File: src/rtl/cby_cfg_dbuf.sv
// cby_cfg_dbuf: Y-channel connection block with a double-buffered configuration chain.
// Tracks pass straight through top<->bottom; each grid input pin picks one of MUX_SIZE
// taps using a committed select field. New configuration shifts into a shadow chain
// and is copied to the active registers only after exactly L bits have been loaded.
//
// Ports:
//   prog_clk          clock
//   pReset            synchronous active-high reset
//   config_enable     shift enable for the shadow chain
//   ccff_head         serial configuration input
//   chany_bottom_in   tracks entering from the bottom
//   chany_top_in      tracks entering from the top
//   chany_bottom_out  = chany_top_in (combinational)
//   chany_top_out     = chany_bottom_in (combinational)
//   ipin_out          selected track per grid pin (combinational from act_sel/tracks)
//   ccff_tail         last bit of the shadow chain
//   cfg_done          high while the shift counter holds L
//   cfg_commit        one-cycle pulse when shadow is copied to active
//   cfg_err           one-cycle pulse when a shift burst ends short of L bits
module cby_cfg_dbuf #(
  parameter int unsigned CHAN_W   = 20,
  parameter int unsigned NUM_IPIN = 9,
  parameter int unsigned MUX_SIZE = 8
) (
  input  logic                prog_clk,
  input  logic                pReset,
  input  logic                config_enable,
  input  logic                ccff_head,
  input  logic [CHAN_W-1:0]   chany_bottom_in,
  input  logic [CHAN_W-1:0]   chany_top_in,
  output logic [CHAN_W-1:0]   chany_bottom_out,
  output logic [CHAN_W-1:0]   chany_top_out,
  output logic [NUM_IPIN-1:0] ipin_out,
  output logic                ccff_tail,
  output logic                cfg_done,
  output logic                cfg_commit,
  output logic                cfg_err
);

  localparam int unsigned SEL_W  = $clog2(MUX_SIZE);
  localparam int unsigned L      = NUM_IPIN * SEL_W;
  localparam int unsigned CNT_W  = $clog2(L + 1);
  localparam int unsigned TAPS   = MUX_SIZE / 2;
  localparam int unsigned STRIDE = CHAN_W / TAPS;

  typedef enum logic {
    ST_IDLE  = 1'b0,
    ST_SHIFT = 1'b1
  } state_e;

  state_e           state_q, state_d;
  logic [L-1:0]     chain_q, chain_d;
  logic [L-1:0]     act_q, act_d;
  logic [CNT_W-1:0] cnt_q, cnt_d;
  logic             done_q, done_d;
  logic             commit_q, commit_d;
  logic             err_q, err_d;
  logic [L-1:0]     chain_shifted;

  // Straight-through tracks
  assign chany_bottom_out = chany_top_in;
  assign chany_top_out    = chany_bottom_in;

  assign ccff_tail  = chain_q[L-1];
  assign cfg_done   = done_q;
  assign cfg_commit = commit_q;
  assign cfg_err    = err_q;

  // chain[0] takes the new bit, every other bit moves one place toward the tail
  assign chain_shifted = (chain_q << 1) | L'(ccff_head);

  // Next-state: shifting, commit/abort decision, saturating counter
  always_comb begin
    state_d  = state_q;
    chain_d  = chain_q;
    act_d    = act_q;
    cnt_d    = cnt_q;
    commit_d = 1'b0;
    err_d    = 1'b0;
    case (state_q)
      ST_IDLE: begin
        if (config_enable) begin
          chain_d = chain_shifted;
          cnt_d   = CNT_W'(1);
          state_d = ST_SHIFT;
        end
      end
      ST_SHIFT: begin
        if (config_enable) begin
          chain_d = chain_shifted;
          if (cnt_q != CNT_W'(L)) begin
            cnt_d = cnt_q + CNT_W'(1);
          end
        end else begin
          state_d = ST_IDLE;
          cnt_d   = '0;
          if (cnt_q == CNT_W'(L)) begin
            act_d    = chain_q;
            commit_d = 1'b1;
          end else begin
            err_d = 1'b1;
          end
        end
      end
      default: state_d = ST_IDLE;
    endcase
    done_d = (cnt_d == CNT_W'(L));
  end

  // State registers
  always_ff @(posedge prog_clk) begin
    if (pReset) begin
      state_q  <= ST_IDLE;
      chain_q  <= '0;
      act_q    <= '0;
      cnt_q    <= '0;
      done_q   <= 1'b0;
      commit_q <= 1'b0;
      err_q    <= 1'b0;
    end else begin
      state_q  <= state_d;
      chain_q  <= chain_d;
      act_q    <= act_d;
      cnt_q    <= cnt_d;
      done_q   <= done_d;
      commit_q <= commit_d;
      err_q    <= err_d;
    end
  end

  // Per-pin selectors: input 2j = bottom track t, 2j+1 = top track t
  for (genvar i = 0; i < NUM_IPIN; i++) begin : g_pin
    logic [SEL_W-1:0]    pin_sel;
    logic [MUX_SIZE-1:0] mux_in;
    logic                pin_bit;

    // Lowest chain index in the field is the select MSB
    for (genvar b = 0; b < SEL_W; b++) begin : g_bit
      assign pin_sel[SEL_W-1-b] = act_q[i*SEL_W + b];
    end

    for (genvar j = 0; j < TAPS; j++) begin : g_tap
      localparam int unsigned T = (i + j * STRIDE) % CHAN_W;
      assign mux_in[2*j]   = chany_bottom_in[T];
      assign mux_in[2*j+1] = chany_top_in[T];
    end

    // Out-of-range selects (non power-of-two MUX_SIZE) drive 0
    always_comb begin
      pin_bit = 1'b0;
      if ({1'b0, pin_sel} < (SEL_W+1)'(MUX_SIZE)) begin
        pin_bit = mux_in[pin_sel];
      end
    end

    assign ipin_out[i] = pin_bit;
  end

endmodule
File: config.mk
export PLATFORM = sky130hd
export DESIGN_NAME = cby_cfg_dbuf
export DESIGN_NICKNAME = d
export VERILOG_FILES = /design/src/rtl/cby_cfg_dbuf.sv
export SDC_FILE = /design/constraint.sdc
export NUM_CORES = 1
export LEC_CHECK = 0
export ABC_CLOCK_PERIOD_IN_PS = 5150
export CAP_MARGIN = 20
export CORE_MARGIN = 3
export CORE_UTILIZATION = 40
export DETAILED_ROUTE_END_ITERATION = 6
export PLACE_DENSITY = 0.7
export SYNTH_ARGS = -nofsm -noshare
export SYNTH_HDL_FRONTEND = slang
export SYNTH_SLANG_ARGS = --single-unit
File: constraint.sdc
create_clock -name prog_clk -period 5.15 [get_ports prog_clk]
set_clock_uncertainty 0.2 [all_clocks]
set_input_delay 1.03 -clock prog_clk [delete_from_list [all_inputs] [get_ports prog_clk]]
set_output_delay 1.03 -clock prog_clk [all_outputs]
set_load 0.05 [all_outputs]
==> results.toml, run 1 <==
[synthesis]
syn_nets = 375
ys_seq_area_frac = 0.391
netlist_instances = 330
syn_area_um2 = 3220
yosysTopAreaCell = "dfxtp_1"
synth_most_common_cell = "dfxtp_1"
yosysWarnings = 0
synth_cell_types = 32
synth.top_cell.area_share = 0.391
ys_ff_latch = 63
synth_edf_count = 0
postSynthAreaPerCell_um2 = 9.77
synth_common_cells = "63 x dfxtp_1, 57 x buf_4, 55 x nand2_1"
yosys_most_used_dff = "dfxtp_1"
ys_async_sr_fraction = 0
synthTopCellsByArea = "dfxtp_1 39%, buf_4 13%, mux4_2 13%, mux2i_1 9.0%, nand2_1 6.4%"

[sta]
hold_slack_ns = 0.260
fmax_mhz = 239
min_period_ns = 4.18
rsz0062_at_grt = "false"
setup_viol = 0
hold_viol_final = 0
tns_ns = 0
fin_crit_sh = 0.812
tightest_slew_ns = 0.946
maxSlewHeadroom = 0.370
finalMaxSlewViolations = 0

[grt]
antenna_found_initial = 0
first_global_vias = 2354
grt_pass1_wl_um = 11000
grt_max_degree = 64
track_usage = 0.151
grt_overflow = 0

[power]
intPower_w = 0.000869
swShare = 0.255
switchingPower_w = 0.000298
p_comb_frac = 0.167
powerDensity_nw_per_um2 = 285
peakVddDrop_uv = 169
p_leak_nw = 1.51
seqPwrFrac = 0.422
p_clk_frac = 0.411

[worst_hold_path]
hold_end = "act_q[0]$_SDFFE_PP0P_"
min_path_cells = 2
hold_start = "act_q[0]$_SDFFE_PP0P_"
hold_class = "flop to flop"

[cts]
post_cts_buffers = 0
cts_sinks = 63
cts_max_path_buffers = 2
cts_max_level = 3
cts_resized = 0
clkLatencyLatePin_ns = 0.34
clockRootBuffer = "clkbuf_8"
cts_buffers = 9
cts_tree = "built"
ctsHoldBuffers = 0
cts.clk_slew.worst_paths_ns = 0.07

[worst_setup_path]
rrSetupSlack_ns = 3.14
cp-end-kind = "output pin"
path_delay_family = "buffers and inverters"
cp_slowest_stage_delay_ns = 0.70
crit_type = "primary input to output pin"
path_buf_inv = 2
r2r-end = "act_q[6]$_SDFFE_PP0P_"
cp.required_ns = 3.92
cp-start-kind = "primary input"
cp.arrival_ns = 2.95
crit_top_cell = "clkdlybuf4s50_1"
cp_cell_sequence = "clkdlybuf4s50_1, mux4_2, mux2_2, clkdlybuf4s50_1"
worstReg2RegStart = "cnt_q[0]$_SDFF_PP0_"
rr_worst_depth = 5
cp_slowest_cell = "clkdlybuf4s50_1"
cp_max_fo = 3

[routing]
routed.top_layer = "met4"
drtAntennaViolNets = 0
drt-total-wl_um = 6500
wl_met3_um = 322
firstDrtPassIters = 4
wl_met2_um = 3240
drcViolationCount = 0
drt_iter0_drc = 82
met1_length_um = 2850
via_count = 2389
avgViaCountPerCell = 4.98
post_drt_wl_per_cell_um = 13.5

[layout]
drive_gt1_frac = 0.138
area_growth_pct = 27.0
antenna_cells = 0
fin_cells = 480
nNetsFinal = 418

[job]
cap_violations = 0

[floorplan]
ios = 97
row_count = 32
die-area_um2 = 9170
core-area_um2 = 7770
die_w_um = 95.8
start_util = 0.415
die_h_um = 95.8

[placement]
dp_hpwl_um = 4670
place.gp.congestion = 0.793
dp.cells = 463
io_buffer_count = 96

[outcome]
outcome = "finished, final reports clean"
==> logic make-up (layout without fill, tap and decap cells) <==
group           count (synthesis)  after routing  synth area share
compound gates                 38             38            0.0648
xor+xnor                        1              1           0.00272
fa+ha+maj                       1              1           0.00388
buf+inv                        67            115             0.145
flops                          63             63             0.391
mux                            56             56             0.247
simple gates                  104            104             0.145
==> tightest hold or removal path, cell delays in order (launching register included) <==
cell and delay, ns:
dfxtp_1 0.31, nand2_1 0.05, a21oi_1 0.05
==> power groups by stage <==
stage	clock (W)	combinational (W)	sequential (W)
after CTS	0.000494	0.000194	0.000492
final	0.000480	0.000195	0.000493
after floorplan	0	0.000141	0.000503
after detailed placement	0	0.000193	0.000504
after global routing	0.000512	0.000204	0.000493
after global placement	0	0.000192	0.000503
==> cell usage in the layout, fill, tap and decap left out, types with 2 or more instances in the layout <==
cell / instances
nor2_1: 33
bufinv_16: 2
a2bb2oi_1: 2
clkbuf_8: 11
mux4_2: 18
clkinvlp_4: 2
mux2_2: 9
nor3_1: 3
clkdlybuf4s50_1: 94
nand3_1: 2
buf_2: 2
a21oi_1: 28
nand2_1: 55
mux2i_1: 29
dfxtp_1: 63
inv_1: 2
o21ai_0: 4
==> state kept, by name (all words and copies together) (netlist names) <==
| register | count |
|---|---|
| act_q | 27 |
| cfg_commit | 1 |
| cfg_done | 1 |
| cfg_err | 1 |
| chain_q | 27 |
| cnt_q | 5 |
| state_q | 1 |
==> per-layer routing <==
metal  track usage  vias up
li1              -     1187
met1         0.190     1137
met2         0.244       56
met3        0.0453        9
met4        0.0569        0
met5             0        -
==> through the flow <==
stage | setup slack [ns] | cell area, um2 | total power (W) | utilization
detailed placement | 0.962 | 3840 | 0.000697 | 0.495
CTS | 0.956 | 4070 | 0.00118 | 0.524
global placement | 0.986 | 3840 | 0.000696 | 0.495
floorplan | 2.01 | 3220 | 0.000644 | -
global route | 0.933 | 4090 | 0.00121 | 0.527
finish | 0.970 | 4090 | 0.00117 | 0.527
==> area by class of cell <==
class                           instances  area [um2]
Multi-Input combinational cell        200        1490
Fill cell                             715        3670
Timing Repair Buffer                   97         971
Inverter                                2        7.51
Tap cell                              102         128
Sequential cell                        63        1260
Clock inverter                          5        80.1
Clock buffer                           11         151
==> how the worst max path moves through the flow <==
stage | startpoint | cells past startpoint | to | slack [ns]
global placement | chany_bottom_in[6] | 4 | ipin_out[1] | 0.99
global route | chany_bottom_in[13] | 4 | ipin_out[8] | 0.93
detailed placement | chany_bottom_in[13] | 4 | ipin_out[8] | 0.96
finish | chany_top_in[13] | 4 | ipin_out[8] | 0.97
CTS | chany_bottom_in[13] | 4 | ipin_out[8] | 0.96
floorplan | chany_top_in[15] | 3 | ipin_out[0] | 2.01
Power figures use the tool's default switching activity.
==> inputs of run 2 (changes only) <==
--- a/config.mk
+++ b/config.mk
@@ -5,7 +5,7 @@
 export SDC_FILE = /design/constraint.sdc
 export NUM_CORES = 1
 export LEC_CHECK = 0
-export ABC_CLOCK_PERIOD_IN_PS = 5150
+export ABC_CLOCK_PERIOD_IN_PS = 4300
 export CAP_MARGIN = 20
 export CORE_MARGIN = 3
 export CORE_UTILIZATION = 40
==> constraint.sdc (replaced) <==
create_clock -name prog_clk -period 4.3 [get_ports prog_clk]
set_clock_uncertainty 0.2 [all_clocks]
set_input_delay 0.86 -clock prog_clk [delete_from_list [all_inputs] [get_ports prog_clk]]
set_output_delay 0.86 -clock prog_clk [all_outputs]
set_load 0.05 [all_outputs]
==> results.toml, run 2 (synthesis results as in run 1) <==
[layout]
nNetsFinal = 418
reg_top3 = "act_q x27, chain_q x27, cnt_q x5"
multi_input_area_um2 = 1490
final_common_cell = "clkdlybuf4s50_1"
drive_gt1_frac = 0.138
regArea_um2 = 1260
antenna_cells = 0
area_growth_pct = 27.0
final_cell_mix = "94 x clkdlybuf4s50_1, 63 x dfxtp_1, 55 x nand2_1"
fillers = 711
utilization = 0.527

[cts]
cts_tree = "built"
ctsHoldBuffers = 0
cts_max_path_buffers = 2
cts_buffers = 9
cts.clk_slew.worst_paths_ns = 0.06
cts_resized = 0
cts_max_level = 3
post_cts_buffers = 0
clkLatencyLatePin_ns = 0.34
cts_sinks = 63
clockRootBuffer = "clkbuf_8"

[floorplan]
die_h_um = 95.8
die_w_um = 95.8
row_count = 32
die-area_um2 = 9170
ios = 97
core-area_um2 = 7770
start_util = 0.415

[routing]
firstDrtPassIters = 4
post_drt_wl_per_cell_um = 13.6
avgViaCountPerCell = 4.93
drcViolationCount = 0
drt-total-wl_um = 6520
drt_iter0_drc = 100
drtAntennaViolNets = 0
via_count = 2365

[worst_setup_path]
cp.required_ns = 3.24
crit_type = "primary input to output pin"
cp-start-kind = "primary input"
cp.arrival_ns = 2.78
cp-end-kind = "output pin"
cp_max_fo = 3

[sta]
fmax_mhz = 261
rsz0062_at_grt = "false"
tightest_slew_ns = 0.937
min_period_ns = 3.84
tns_ns = 0
maxSlewHeadroom = 0.375
finalMaxSlewViolations = 0
layout_setup_ws_ns = 0.462
fin_crit_sh = 0.892
setup_viol = 0
hold_viol_final = 0

[placement]
place.gp.congestion = 0.793
pre_cts_ws_ns = 0.464
dp_hpwl_um = 4620
io_buffer_count = 96

[grt]
grt_overflow = 0
first_global_vias = 2365
grt_max_degree = 64
track_usage = 0.151
antenna_found_initial = 0
grt_pass1_wl_um = 11000

[power]
peakVddDrop_uv = 204
powerDensity_nw_per_um2 = 342
p_leak_nw = 1.51

[worst_hold_path]
hold_class = "flop to flop"

[job]
cap_violations = 0

[outcome]
outcome = "finished, final reports clean"
## run 2: cell counts in the layout (fill, tap and decap cells not counted)
No cell type changed its count.
## run 2: stage by stage
stage / total power [W] / area, um2 / hold slack (ns) / cells
after detailed placement: 0.000834 / 3840 / 0.253 / 463
after floorplan: 0.000772 / 3220 / 0.241 / 330
after CTS: 0.00142 / 4070 / 0.266 / 479
after global routing: 0.00145 / 4090 / 0.282 / 480
after global placement: 0.000833 / 3840 / 0.253 / 463
final: 0.00140 / 4090 / 0.262 / 480
## run 2: where the power goes
part / internal, W / switching (W) / leakage (nW)
Clock: 0.000357 / 0.000220 / 0.112
Sequential: 0.000586 / 0.00000372 / 0.508
Combinational: 0.0000984 / 0.000135 / 0.886
Total: 0.00104 / 0.000359 / 1.51
## run 2: cell type report
cell class / count / area share
well taps: 102 / 0.0312
flip-flops and latches: 63 / 0.308
multi-input cells: 200 / 0.365
clock inverters: 5 / 0.0196
inverters: 2 / 0.00183
repair buffers: 97 / 0.237
clock buffers: 11 / 0.0370
## run 2: per-layer routing
| metal | up-vias | wire length [um] | global-route usage |
|---|---|---|---|
| met2 | 43 | 3230 | 0.244 |
| met5 | - | 0 | 0 |
| li1 | 1187 | - | - |
| met4 | 0 | 75 | 0.0462 |
| met1 | 1130 | 2930 | 0.192 |
| met3 | 5 | 295 | 0.0500 |
## run 2: worst max-delay path, stage by stage
cell and delay [ns]:
clkdlybuf4s50_1 0.44, mux4_2 0.49, mux2_2 0.28, clkdlybuf4s50_1 0.70
## run 2: path summary, 6_finish.rpt
| path | from | end | slack [ns] | cells past startpoint |
|---|---|---|---|---|
| worst max-delay path | chany_top_in[1] | ipin_out[6] | 0.46 | 4 |
| worst min-delay path | act_q[0]$_SDFFE_PP0P_ | act_q[0]$_SDFFE_PP0P_ | 0.26 | 2 |
| worst max register to register | cnt_q[0]$_SDFF_PP0_ | act_q[18]$_SDFFE_PP0P_ | 2.31 | 5 |
| worst min register to register | act_q[0]$_SDFFE_PP0P_ | act_q[0]$_SDFFE_PP0P_ | 0.26 | 2 |
==> inputs of run 3 (changes only) <==
--- a/config.mk
+++ b/config.mk
@@ -10,6 +10,7 @@
 export CORE_MARGIN = 3
 export CORE_UTILIZATION = 40
 export DETAILED_ROUTE_END_ITERATION = 6
+export MAX_ROUTING_LAYER = met4
 export PLACE_DENSITY = 0.7
 export SYNTH_ARGS = -nofsm -noshare
 export SYNTH_HDL_FRONTEND = slang
==> results.toml, run 3 (synthesis results as in run 1) <==
[cts]
ctsHoldBuffers = 0
post_cts_buffers = 0
clkLatencyLatePin_ns = 0.34
cts_resized = 0
cts.clk_slew.worst_paths_ns = 0.06
clockRootBuffer = "clkbuf_8"
cts_sinks = 63
cts_tree = "built"
cts_max_level = 3
cts_max_path_buffers = 2
cts_buffers = 9

[power]
intPower_w = 0.00104
swShare = 0.257
switchingPower_w = 0.000360
p_comb_frac = 0.167
p_clk_frac = 0.412
p_leak_nw = 1.51
powerDensity_nw_per_um2 = 342
peakVddDrop_uv = 204
finalPower_w = 0.00140
seqPwrFrac = 0.421

[routing]
firstDrtPassIters = 4
drtAntennaViolNets = 0
drt-total-wl_um = 6510
via_count = 2352
wl_met2_um = 3220
drcViolationCount = 0
avgViaCountPerCell = 4.90
post_drt_wl_per_cell_um = 13.6
drt_iter0_drc = 85
wl_met3_um = 312
met1_length_um = 2900
routed.top_layer = "met4"

[worst_hold_path]
hold_class = "flop to flop"

[floorplan]
core-area_um2 = 7770
die_h_um = 95.8
start_util = 0.415
die-area_um2 = 9170
row_count = 32
ios = 97
die_w_um = 95.8

[layout]
drive_gt1_frac = 0.138
final_cell_area_um2 = 4090
reg_top3 = "act_q x27, chain_q x27, cnt_q x5"
antenna_cells = 0
fin_cells = 480
final_common_cell = "clkdlybuf4s50_1"
area_growth_pct = 27.0
final_cell_mix = "94 x clkdlybuf4s50_1, 63 x dfxtp_1, 55 x nand2_1"
nNetsFinal = 418

[sta]
maxSlewHeadroom = 0.378
fin_crit_sh = 0.893
rsz0062_at_grt = "false"
hold_slack_ns = 0.262
finalMaxSlewViolations = 0
tns_ns = 0
setup_viol = 0
min_period_ns = 3.84
fmax_mhz = 261
hold_viol_final = 0
tightest_slew_ns = 0.933

[grt]
grt_max_degree = 64
grt_pass1_wl_um = 11000
track_usage = 0.156
grt_overflow = 0
antenna_found_initial = 0
first_global_vias = 2355

[job]
cap_violations = 0

[placement]
io_buffer_count = 96
place.gp.congestion = 0.804
dp_hpwl_um = 4620
placed_cell_area_um2 = 3840
dp.cells = 463

[worst_setup_path]
cp-end-kind = "output pin"
cp_max_fo = 3
cp.arrival_ns = 2.78
cp-start-kind = "primary input"
cp.required_ns = 3.24
crit_type = "primary input to output pin"

[outcome]
outcome = "finished, final reports clean"
run 3: worst max-delay path, stage by stage:
cell             delay, ns
clkdlybuf4s50_1       0.44
mux4_2                0.49
mux2_2                0.28
clkdlybuf4s50_1       0.70
run 3: routing by layer:
layer / vias up / GRT usage
met4: 0 / 0.0462
met5: - / -
li1: 1185 / -
met2: 48 / 0.245
met1: 1114 / 0.193
met3: 5 / 0.0493
run 3: final cells by class:
| type | count | area, um2 |
|---|---|---|
| Multi-Input combinational cell | 200 | 1490 |
| Fill cell | 711 | 3670 |
| Sequential cell | 63 | 1260 |
| Tap cell | 102 | 128 |
| Clock buffer | 11 | 151 |
| Clock inverter | 5 | 80.1 |
| Inverter | 2 | 7.51 |
| Timing Repair Buffer | 97 | 971 |
run 3: metrics by stage:
step	util	setup WS, ns
2_1_floorplan	-	1.50
3_3_place_gp	0.495	0.476
3_5_place_dp	0.495	0.464
4_1_cts	0.524	0.452
5_1_grt	0.527	0.413
6_report	0.527	0.462
run 3: path summary, 6_finish.rpt:
| check | startpoint | endpoint | slack [ns] | cells past startpoint |
|---|---|---|---|---|
| setup / recovery | chany_top_in[1] | ipin_out[6] | 0.46 | 4 |
| hold / removal | act_q[0]$_SDFFE_PP0P_ | act_q[0]$_SDFFE_PP0P_ | 0.26 | 2 |
| setup reg to reg | cnt_q[0]$_SDFF_PP0_ | act_q[18]$_SDFFE_PP0P_ | 2.31 | 5 |
| hold reg to reg | act_q[0]$_SDFFE_PP0P_ | act_q[0]$_SDFFE_PP0P_ | 0.26 | 2 |
run 3: power by group through the flow:
stage / Sequential [W] / Combinational [W] / Clock, W
after floorplan: 0.000602 / 0.000169 / 0
after global placement: 0.000603 / 0.000230 / 0
after detailed placement: 0.000603 / 0.000231 / 0
after CTS: 0.000590 / 0.000232 / 0.000594
after global routing: 0.000590 / 0.000245 / 0.000616
final: 0.000590 / 0.000233 / 0.000578
==> RTL edit 1: new RTL, settings of run 3 <==
Put a register stage on the output `chany_bottom_out`. The value now appears one clock later. The other outputs are not delayed to match. Comments in the files are not updated.
--- a/src/rtl/cby_cfg_dbuf.sv
+++ b/src/rtl/cby_cfg_dbuf.sv
@@ -60,3 +60,5 @@
   // Straight-through tracks
-  assign chany_bottom_out = chany_top_in;
+  always_ff @(posedge prog_clk) begin
+    chany_bottom_out <= chany_top_in;
+  end
   assign chany_top_out    = chany_bottom_in;
Function: changed (a bounded check fails within 4 cycles, from zero or initial values and one cycle with pReset high).
==> RTL edit 1 against run 3 <==
- power rose by 12%
- synthesized area rose by 7.8%
- via count rose by 7.2%
- count of clock-buffer cells in the layout rose by 3
- sequential cell count rose by 20
- worst setup slack got worse by 0.016 ns
- routed wire length rose by 11%
- first-iteration DRC count rose by 12%
- global-route usage fell by 0.086 points
- final area rose by 8.8%
- critical endpoint is now ipin_out[0]
==> RTL edit 1: results (changes against run 3) <==
| Metric | Value |
|---|---|
| Initial antenna violation count | 0 (unchanged) |
| Drt pass-1 iters | 4 (unchanged) |
| Async SR Flop Fraction | 0 (unchanged) |
| Crit path arrival time | 2.79 ns (was 2.78 ns) |
| Initial DRC count | 95 (was 85) |
| Crit path max-delay family | buffers and inverters (unchanged) |
| Clk pin slew, worst setup/hold paths | 0.08 ns (was 0.06 ns) |
| Gpl congestion | 0.834 (was 0.804) |
| Inserted Clock Buffers | 9 (unchanged) |
| Internal Power | 1.16 mW (was 1.04 mW) |
| Worst-Skew Late Latency | 0.34 ns (about the same) |
| Post-CTS Setup Bufs | 0 (unchanged) |
| Final worst-path cycle share | 0.896 (was 0.893) |
| Vias per std cell | 5.01 (was 4.90) |
| Vias in the first global route | 2446 (was 2355) |
| Slowest stage delay, CP | 0.70 ns (about the same) |
| Synth area leaders | dfxtp_1, mux4_2, mux2i_1, buf_4, nand2_1 (was dfxtp_1, buf_4, mux4_2, mux2i_1, nand2_1) |
| Pin count of the biggest net entering global routing | 64 (unchanged) |
| Worst-path fanout max | 3 (unchanged) |
| Fillers | 736 (was 711) |
| Cell variety after synth | 32 (unchanged) |
| WL final | 7.25 mm (was 6.51 mm) |
| Sw power | 0.400 mW (was 0.360 mW) |
| NumNets Final | 438 (was 418) |
| Leak | 1.66 nW (was 1.51 nW) |
| Reg2reg setup slack | 2.28 ns (was 2.31 ns) |
| Clk buf depth | 2 (unchanged) |
| Net Count, Synth | 375 (unchanged) |
| Biggest regs | act_q: 27 flops, chain_q: 27 flops, chany_bottom_out: 20 flops (was act_q: 27 flops, chain_q: 27 flops, cnt_q: 5 flops) |
| Status | completed (unchanged) |
| Seq/Total Area, Yosys | 0.478 (was 0.391) |
| Maximum vdd drop | 0.160 mV (was 0.204 mV) |
| Share of post-route cells with drive strength above 1 | 0.121 (was 0.138) |
| Post-synth top cells | dfxtp_1, nand2_1, buf_4 (was dfxtp_1, buf_4, nand2_1) |
| Worst-Margin Slew | 0.947 ns (was 0.933 ns) |
| Gr usage total | 0.155 (was 0.156) |
| Global-route wire length before repair | 12.1 mm (was 11.0 mm) |
| Comb power frac | 0.150 (was 0.167) |
| Clock power share | 0.348 (was 0.412) |
| Detailed Place HPWL | 5.16 mm (was 4.62 mm) |
| Place WS | 0.447 ns (was 0.464 ns) |
-- RTL edit 1: cell count changes after synthesis, sizes merged --
cell | before | now
buf | 59 | 39
dfxtp | 63 | 83
-- RTL edit 1: worst min-delay path, delay by kind of cell (launching register included) --
family | cells | cell delay (ns)
AO/OA/AOI/OAI | 1 | 0.05
AND/OR/NAND/NOR | 1 | 0.06
flip-flops | 1 | 0.32
-- RTL edit 1: routing by layer --
layer	global-route usage	routed length (um)
met4	0.0441	70
met3	0.0365	331
met2	0.242	3580
met1	0.203	3270
met5	-	0
-- RTL edit 1: layout make-up --
cell class	instances	area, um2	share of cell area
Timing Repair Buffer	97	971	0.218
Tap cell	105	131	0.0295
Sequential cell	83	1660	0.373
Multi-Input combinational cell	200	1490	0.335
Clock inverter	2	35.0	0.00787
Inverter	2	7.51	0.00169
Clock buffer	14	153	0.0343
-- RTL edit 1: stage by stage --
step | cell area (um2) | util | std cells | hold WS [ns]
3_3_place_gp | 4250 | 0.509 | 486 | 0.254
3_5_place_dp | 4250 | 0.509 | 486 | 0.256
2_1_floorplan | 3470 | - | 330 | 0.241
4_1_cts | 4430 | 0.532 | 502 | 0.260
6_report | 4450 | 0.534 | 503 | 0.257
5_1_grt | 4450 | 0.534 | 503 | 0.274
-- RTL edit 1: logic make-up after synthesis --
logic type      synth area share
mux                        0.229
compound gates            0.0602
simple gates               0.134
buf+inv                   0.0915
xor+xnor                 0.00252
flops                      0.478
fa+ha+maj                0.00360
-- RTL edit 1: path summary, 6_finish.rpt --
check | from | depth (start not counted) | end
min reg2reg | chain_q[5] | 2 | act_q[5]
min | chain_q[5] | 2 | act_q[5]
max reg2reg | cnt_q[0] | 5 | act_q[0]
max | chany_bottom_in[5] | 4 | ipin_out[0]
==> RTL edit 2: new RTL, settings of run 3 <==
Without the edit above. `NUM_IPIN`: 9 -> 18.
--- a/src/rtl/cby_cfg_dbuf.sv
+++ b/src/rtl/cby_cfg_dbuf.sv
@@ -21,3 +21,3 @@
   parameter int unsigned CHAN_W   = 20,
-  parameter int unsigned NUM_IPIN = 9,
+  parameter int unsigned NUM_IPIN = 18,
   parameter int unsigned MUX_SIZE = 8
Ports: changed (resized ipin_out); port bits go from 97 to 106. No check against the original RTL was run, so the function may have changed too.
==> RTL edit 2 against run 3 <==
- routed wire length grew 94%
- worst setup slack lost 0.21 ns
- clock power grew 150%
- synthesized area grew 78%
- power grew 100%
- combinational power grew 33%
- via count grew 80%
- sequential cell count grew 55
- final area grew 73%
- critical endpoint is now ipin_out[16]
- largest cell class unchanged
- largest power group is now clock
==> RTL edit 2: results (changes against run 3) <==
| Metric | Value |
|---|---|
| Status | completed (unchanged) |
| Worst-path fanout max | 5 (was 3) |
| Maximum vdd drop | 0.298 mV (was 0.204 mV) |
| FF-to-FF Start | cnt_q[2] (was cnt_q[0]) |
| Net Count, Synth | 633 (was 375) |
| Origin of the worst min-delay path | act_q[21] (was act_q[0]) |
| NumNets Final | 668 (was 418) |
| H-tree Lvls | 4 (was 3) |
| Post-Synth Adder-Cell Area | 0.00436 (was 0.00388) |
| Synth warnings | 0 (unchanged) |
| Inserted Diodes | 0 (unchanged) |
| Grt met2 use | 0.248 (was 0.245) |
| Avg WL per Cell | 15.5 um (was 13.6 um) |
| Drt pass-1 iters | 5 (was 4) |
| Vias in the first global route | 4181 (was 2355) |
| Synth Area in XOR/XNOR | 0.00611 (was 0.00272) |
| WL met3 | 696 um (was 312 um) |
| Post-synth top cells | dfxtp_1, nand2_1, buf_4 (was dfxtp_1, buf_4, nand2_1) |
| Worst-Skew Late Latency | 0.41 ns (was 0.34 ns) |
| Met2 wire len | 5.87 mm (was 3.22 mm) |
| Share of post-route cells with drive strength above 1 | 0.150 (was 0.138) |
| Crit path arrival time | 2.99 ns (was 2.78 ns) |
| Crit path to | ipin_out[16] (was ipin_out[6]) |
| Pin count of the biggest net entering global routing | 118 (was 64) |
| Biggest regs | act_q: 54 flops, chain_q: 54 flops, cnt_q: 6 flops (was act_q: 27 flops, chain_q: 27 flops, cnt_q: 5 flops) |
| Gr usage total | 0.166 (was 0.156) |
| Met3 usage | 0.0466 (was 0.0493) |
| Max-slew violations | 0 (unchanged) |
| Reg2reg end | act_q[22] (was act_q[18]) |
| Post-synthesis mux area share | 0.271 (was 0.247) |
| Final hold violations | 0 (unchanged) |
| Met1 usage | 0.219 (was 0.193) |
| Fillers | 1229 (was 711) |
| Met1 WL | 5.87 mm (was 2.90 mm) |
| Compound-Gate Fraction of Synth Area | 0.0663 (was 0.0648) |
| Global-route wire length before repair | 20.8 mm (was 11.0 mm) |
| Input/output buffers | 105 (was 96) |
| Vias per std cell | 5.19 (was 4.90) |
| Gpl congestion | 0.813 (was 0.804) |
| Post-CTS sizing | 0 (unchanged) |
| Cell variety after synth | 30 (was 32) |
| Synth area leaders | dfxtp_1, mux4_2, mux2i_1, buf_4, nand2_1 (was dfxtp_1, buf_4, mux4_2, mux2i_1, nand2_1) |
| Initial DRC count | 316 (was 85) |
| Worst Hold Endpoint | act_q[21] (was act_q[0]) |
| Seq/Total Area, Yosys | 0.412 (was 0.391) |
| Detailed Place HPWL | 8.44 mm (was 4.62 mm) |
| Leak | 2.55 nW (was 1.51 nW) |
| Inserted Clock Buffers | 17 (was 9) |
| Worst-Margin Slew | 1.02 ns (was 0.933 ns) |
| Area of placed instances | 6420 um2 (was 3840 um2) |
| Root buffer cell | clkbuf_16 (was clkbuf_8) |
| Reg2reg setup slack | 1.78 ns (was 2.31 ns) |
[RTL edit 2: cell count changes after synthesis, moves of 3 or more]
cell             run 3  this run
a21oi_1             28        58
clkbuf_1             6        20
buf_4               57        65
buf_2                2         7
nand3_1              2         5
nor3_1               3         0
nand2_1             55       113
nor2_1              33        61
mux4_2              18        36
mux2_2               9        18
mux2i_1             29        54
dfxtp_1             63       118
[RTL edit 2: logic make-up (layout without fill, tap and decap cells)]
kind of cell / after synthesis / count (layout)
multiplexers: 108 / 108
AO/OA/AOI/OAI: 70 / 70
AND/OR/NAND/NOR: 191 / 191
XOR/XNOR: 4 / 4
flip-flops: 118 / 118
buffers and inverters: 94 / 142
adder cells (fa/ha/maj): 2 / 2
[RTL edit 2: power by group]
group / switching (mW) / internal (mW) / leakage [nW]
clock: 0.489 / 0.943 / 0.301
combinational: 0.186 / 0.125 / 1.30
sequential: 0.00355 / 1.10 / 0.951
total: 0.678 / 2.17 / 2.55
[RTL edit 2: cell type report]
cell class,count,share of cell area
multi-input combinational,375,0.392
inverter,2,0.00106
tap,180,0.0318
timing repair buffer,108,0.155
clock inverter,11,0.0210
sequential,118,0.334
clock buffer,21,0.0651
[RTL edit 2: through the flow]
step / utilization / cells / worst slack (ns) / hold slack (ns) / total power, mW
floorplan: - / 587 / 1.50 / 0.241 / 1.35
CTS: 0.504 / 813 / 0.265 / 0.263 / 2.87
detailed placement: 0.461 / 781 / 0.271 / 0.259 / 1.43
finish: 0.508 / 815 / 0.253 / 0.264 / 2.84
global route: 0.508 / 815 / 0.222 / 0.289 / 2.93
global placement: 0.461 / 781 / 0.281 / 0.253 / 1.43
[RTL edit 2: critical path: stages]
cell and delay (ns):
clkdlybuf4s50_1 0.56, mux4_2 0.52, mux2_2 0.32, clkdlybuf4s50_1 0.72
